===== config.mk =====
export PLATFORM = sky130hd
export DESIGN_NAME = alu_operand_sequencer
export DESIGN_NICKNAME = d
export VERILOG_FILES = /design/src/rtl/alu_operand_sequencer_pkg.sv /design/src/rtl/alu_operand_sequencer_rise.sv /design/src/rtl/alu_operand_sequencer.sv
export SDC_FILE = /design/constraint.sdc
export NUM_CORES = 1
export LEC_CHECK = 0
export BUFFER_PORTS_ARGS = -buffer_cell sky130_fd_sc_hd__buf_2
export CAP_MARGIN = 20
export CORE_ASPECT_RATIO = 0.7
export CORE_MARGIN = 1.5
export CORE_UTILIZATION = 54
export CTS_CLUSTER_DIAMETER = 40
export CTS_CLUSTER_SIZE = 40
export DETAILED_ROUTE_END_ITERATION = 8
export GPL_ROUTABILITY_DRIVEN = 0
export HOLD_SLACK_MARGIN = 0.1
export PLACE_DENSITY = 0.82
export SETUP_SLACK_MARGIN = 0.2
export SLEW_MARGIN = 20
export SYNTH_ARGS = -nofsm -noshare
export SYNTH_HDL_FRONTEND = slang
export SYNTH_SLANG_ARGS = --single-unit
export TNS_END_PERCENT = 5

===== constraint.sdc =====
create_clock -name clk -period 2.1 [get_ports clk]
set_input_delay 0.42 -clock clk [delete_from_list [all_inputs] [get_ports clk]]
set_output_delay 0.42 -clock clk [all_outputs]
set_load 0.005 [all_outputs]

===== src/rtl/alu_operand_sequencer_pkg.sv =====
// alu_seq_pkg: sequencer state encoding, ALU opcodes and opcode legality check
package alu_seq_pkg;
    typedef enum logic [2:0] {WAIT_A, WAIT_B, WAIT_OP, EXEC, SHOW} state_t;
    localparam logic [2:0] OP_ADD = 3'd0;
    localparam logic [2:0] OP_MUL = 3'd1;
    localparam logic [2:0] OP_AND = 3'd2;
    localparam logic [2:0] OP_SUB = 3'd4;
    localparam logic [2:0] OP_OR  = 3'd5;
    function automatic logic op_supported(input logic [2:0] op);
        return op inside {OP_ADD, OP_MUL, OP_AND, OP_SUB, OP_OR};
    endfunction
endpackage


===== src/rtl/alu_operand_sequencer_rise.sv =====
// rise_detect: one-cycle pulse on a rising level; a level already high out of reset must drop first
module rise_detect (
    input  logic clk,
    input  logic reset_n,
    input  logic level_i,
    output logic pulse_o
);
    logic level_q, armed_q;
    // level history plus an arm flag that sets once the level has been seen low
    always_ff @(posedge clk or negedge reset_n) begin
        if (!reset_n) begin
            level_q <= 1'b0;
            armed_q <= 1'b0;
        end else begin
            level_q <= level_i;
            armed_q <= armed_q | ~level_i;
        end
    end
    assign pulse_o = level_i & ~level_q & armed_q;
endmodule


===== src/rtl/alu_operand_sequencer.sv =====
// alu_operand_sequencer: serial A/B/opcode collection for the ALU with result capture and chaining
module alu_operand_sequencer
    import alu_seq_pkg::*;
#(
    parameter int WIDTH = 16
) (
    input  logic             clk,
    input  logic             reset_n,
    input  logic [WIDTH-1:0] data_in,
    input  logic             enter,
    input  logic             clear,
    output logic [WIDTH-1:0] alu_a,
    output logic [WIDTH-1:0] alu_b,
    output logic [2:0]       alu_op,
    input  logic [WIDTH-1:0] alu_result,
    output logic [WIDTH-1:0] result_out,
    output logic             result_vld,
    output logic             op_err,
    output logic [1:0]       phase
);
    state_t           state_q, state_d;
    logic [WIDTH-1:0] a_q, a_d, b_q, b_d, res_q, res_d;
    logic [2:0]       op_q, op_d;
    logic             vld_q, vld_d, err_q, err_d, enter_p;

    rise_detect u_enter (
        .clk     (clk),
        .reset_n (reset_n),
        .level_i (enter),
        .pulse_o (enter_p)
    );

    // state and datapath registers
    always_ff @(posedge clk or negedge reset_n) begin
        if (!reset_n) begin
            state_q <= WAIT_A;
            a_q     <= '0;
            b_q     <= '0;
            op_q    <= '0;
            res_q   <= '0;
            vld_q   <= 1'b0;
            err_q   <= 1'b0;
        end else begin
            state_q <= state_d;
            a_q     <= a_d;
            b_q     <= b_d;
            op_q    <= op_d;
            res_q   <= res_d;
            vld_q   <= vld_d;
            err_q   <= err_d;
        end
    end

    // next state and register loads; clear overrides any press
    always_comb begin
        state_d = state_q;
        a_d     = a_q;
        b_d     = b_q;
        op_d    = op_q;
        res_d   = res_q;
        vld_d   = vld_q;
        err_d   = err_q;
        if (clear) begin
            state_d = WAIT_A;
            a_d     = '0;
            b_d     = '0;
            op_d    = '0;
            res_d   = '0;
            vld_d   = 1'b0;
            err_d   = 1'b0;
        end else begin
            case (state_q)
                WAIT_A: if (enter_p) begin
                    a_d     = data_in;
                    vld_d   = 1'b0;
                    err_d   = 1'b0;
                    state_d = WAIT_B;
                end
                WAIT_B: if (enter_p) begin
                    b_d     = data_in;
                    state_d = WAIT_OP;
                end
                WAIT_OP: if (enter_p) begin
                    op_d    = data_in[2:0];
                    state_d = EXEC;
                end
                EXEC: begin
                    res_d   = alu_result;
                    vld_d   = 1'b1;
                    err_d   = !op_supported(op_q);
                    state_d = SHOW;
                end
                SHOW: if (enter_p) begin
                    a_d     = res_q;
                    vld_d   = 1'b0;
                    err_d   = 1'b0;
                    state_d = WAIT_B;
                end
                default: state_d = WAIT_A;
            endcase
        end
    end

    assign alu_a      = a_q;
    assign alu_b      = b_q;
    assign alu_op     = op_q;
    assign result_out = res_q;
    assign result_vld = vld_q;
    assign op_err     = err_q;
    assign phase      = (state_q == WAIT_B) ? 2'd1 :
                        (state_q == WAIT_OP || state_q == EXEC) ? 2'd2 :
                        (state_q == SHOW) ? 2'd3 : 2'd0;
endmodule


==> impl.org <==
** Outcome
- Result of the run :: finished clean

** STA
- Hold_ws :: between 200 and 250 ps
- Headroom to the max-slew limit came out at 61.2%.
- Period Utilization, post-route :: a little under nine tenths
- FMAX :: between 0.5 and 0.6 GHz
- RSZ-0062 raised after global routing :: false
- Clock Skew :: 9.56 ps
- Final hold viol count :: 0
- For the pin with the worst max-slew slack, the measured transition is ~580 ps.
- Setup Viol. Count Final :: 0
- Shortest clock period the worst path allows after layout :: 1810 ps
- In the final timing run, aggregate negative setup slack is 0 ps.
- The number of max-slew violations in the final report is 0.

** Route
- Dividing the detail-routed wire length by the instance count gives 17.3 um.
- Using the TritonRoute via totals, the vias-per-cell ratio works out to 5.46.
- The detail route stage leaves a number of antenna-violating nets equal to 0.
- The routed layout has 2053 vias.
- Total wire length :: 6490 um
- After the first detailed-routing iteration, the DRC count stood at 97.
- For this run, design rule violations remaining after detail routing come to 0.
- The first detailed-routing pass ran for 4 iterations.

** CTS
- Latest clock arrival within the worst-skew pair :: around 330 ps
- The cell sitting at the root of the clock tree is a clkbuf_8.
- Htree depth :: 3
- The clock passes through at most 2 buffers.
- In this run, CTS created clock tree buffers numbering 9.
- Clock-pin slew was measured on the worst setup and hold paths at approximately 70 ps.
- TritonCTS built the clock tree.
- The clock net in this run drives a total of 58 sinks.

** Critical path
- STA classifies the critical path endpoint as an output pin.
- The critical path in this run is classified as flop to output pin.
- Maximum net fanout on the critical path :: 7
- Data arrival, critical path :: around 1400 ps
- The worst setup path is launched from a flop.
- Endpoint of the most critical register-to-register path :: alu_b[9]
- The worst register-to-register path begins at state_q[1].
- Flop-to-flop setup slack :: 470 ps
- For the worst flop-to-flop path, the logic depth is 5.
- STA puts the critical path data required time at roughly 1700 ps.

** Job
- Max-cap viol count :: 0

** Floorplanning
- Total Die Area :: ~0.0054 mm^2
- Die Ht :: 61.8 um
- Row generation in the floorplan step produced 21 rows.
- In this run the standard cell core region covers 0.00476 mm^2.
- In this run the count of I/O pins placed on the die edge is 91.
- In this run the horizontal extent of the chip is 86.9 um.
- Once the floorplan was initialized, standard cells occupied 56.0% of the core.

** Place
- During placement, the flow inserted port buffers numbering 90.
- After legalization and detailed placement, the total HPWL measured 4490 um.

** Synth
- Of the synthesized area, sequential elements account for 54.5%.
- Cells after Synth :: 206
- Fraction of post-synthesis cell area in the top cell type by area :: approximately 55%
- In this run, synthesis inferred 0 flip-flops with an integrated enable.
- Post-synth top flop :: dfrtp_1
- After synthesis the cells add up to 0.00266 mm^2.
- The number of different library cells used by synthesis comes to 32.
- Post-synthesis average cell area :: approximately 13 um^2
- Synth async-reset ratio :: 100%
- Top post-synthesis cells by area :: dfrtp_1 55%, mux2i_1 8.6%, nand2b_1 5.4%
- Number of storage elements in the synthesis netlist :: 58
- In the synthesized netlist, the cells that appear most often are 58 x dfrtp_1, 23 x mux2i_1, 23 x nand2b_1.
- The Yosys step of the flow raised 0 warnings.
- Net count after synthesis :: 242
- In the post-synthesis netlist, the cell with the most instances is dfrtp_1.
- Largest area contributor in the netlist :: dfrtp_1

** GRT
- The first global-routing pass estimated slightly below 10000 um of wire.
- Overflow left after global routing :: 0
- Largest net degree at the start of global routing :: 59
- The via count of the first global-routing pass is 1890.
- The initial antenna violation count is 0.
- Global-route usage over all layers :: 25.5%

** Finish
- Number of nets in the final layout :: 338
- Share of final-layout standard cells stronger than drive strength 1 :: 44.3%
- In the final layout, the multi-input gates occupy around 0.0011 mm^2.
- Registers take approximately 0.0015 mm^2.
- The area growth from synthesis to layout is 28.0%.
- The repair_antennas step left the layout with diodes totalling 0.
- Layout filler cell count :: 329

** Power and ir drop
- For this design the ratio of total power to cell area is just over 700 mW/mm^2.
- Worst IR drop on VDD :: 0.496 mV
- The analysis attributes to cell leakage a power of 1.72 nW.

** Worst hold path
- Startpoint of the worst hold path :: enter
- Hold Path End :: u_enter.level_q
- The worst hold path belongs to the class primary input to flop.
- Counting instances, the worst hold path has a depth of 1.
[metal layers]
metal / routed length (um) / track usage [%] / part of all wire (%)
met4: 23 / 6.45 / 0.35
met3: 445 / 7.93 / 6.9
met2: 2950 / 35.8 / 45
met1: 3070 / 38.5 / 47
met5: 0 / 0 / 0
[per-stage QoR]
step                cell area, um^2  utilization, %  worst slack, ps  total power, mW  instances
CTS                            3400            71.5              202             2.44        375
finish                         3410            71.6              290             2.43        376
global placement               3170            66.6              507             1.40        356
detailed placement             3170            66.6              454             1.41        356
global route                   3410            71.6              234             2.53        376
floorplan                      2660               -              598             1.29        206
[logic make-up (layout without fill, tap and decap cells)]
| logic type | Yosys count | count (layout) | synth area share [%] |
|---|---|---|---|
| multiplexers | 23 | 23 | 8.65 |
| AND/OR/NAND/NOR | 51 | 51 | 13.4 |
| buffers and inverters | 19 | 120 | 5.17 |
| AO/OA/AOI/OAI | 54 | 54 | 18.0 |
| flip-flops | 58 | 58 | 54.5 |
| XOR/XNOR | 1 | 1 | 0.329 |
[registers in the layout, indices dropped and copies added, names as in the netlist]
register / cells
alu_a: 16
alu_b: 16
result_out: 16
alu_op: 3
state_q: 3
op_err: 1
result_vld: 1
u_enter.armed_q: 1
u_enter.level_q: 1
[what timing repair did]
action,CTS,global route
pin swaps,0,0
endpoints found under the hold margin,53,0
buffers inserted,2,1
resized for setup,3,0
hold buffers,1,0
endpoints found under the setup margin,1,1
[critical path, cell delays in order (launching register included)]
cell and delay [ps]:
dfrtp_2 420, nor3b_4 210, buf_4 210, a21o_2 110
buf_2 110
[layout make-up]
cell class	instances	area share, %
clock buffer	11	4.44
multi-input combinational	129	32.1
sequential	58	42.7
timing repair buffer	103	16.5
inverter	1	0.110
tap	69	2.53
clock inverter	5	1.54
[worst max path at each step]
stage,from,to
4_1_cts,state_q[0],phase[1]
3_3_place_gp,state_q[1],phase[1]
6_report,state_q[1],phase[1]
2_1_floorplan,state_q[2],phase[1]
3_5_place_dp,state_q[1],phase[1]
5_1_grt,state_q[1],phase[1]
[where the power goes]
group | switching (mW) | total (mW) | internal (mW)
registers | 0.0193 | 1.16 | 1.14
clock network | 0.430 | 1.04 | 0.606
logic | 0.131 | 0.232 | 0.101
[cell usage in the layout, fill, tap and decap left out, drive strengths merged]
cell	count
o2bb2ai	16
a32o	1
o21ai	13
and2	1
nor4bb	1
nand4b	13
dfrtp	58
clkinv	3
inv	1
clkbuf	11
nand2	3
nor2	5
and3b	1
xnor2	1
dlygate4sd3	1
mux2i	23
a21o	3
o21a	1
nand3b	1
a22o	16
buf	102
clkinvlp	1
a31oi	1
nand3	1
nand2b	23
nor3b	2
bufinv	1
a21oi	3
Note: power is estimated with default switching activity, not from simulation.
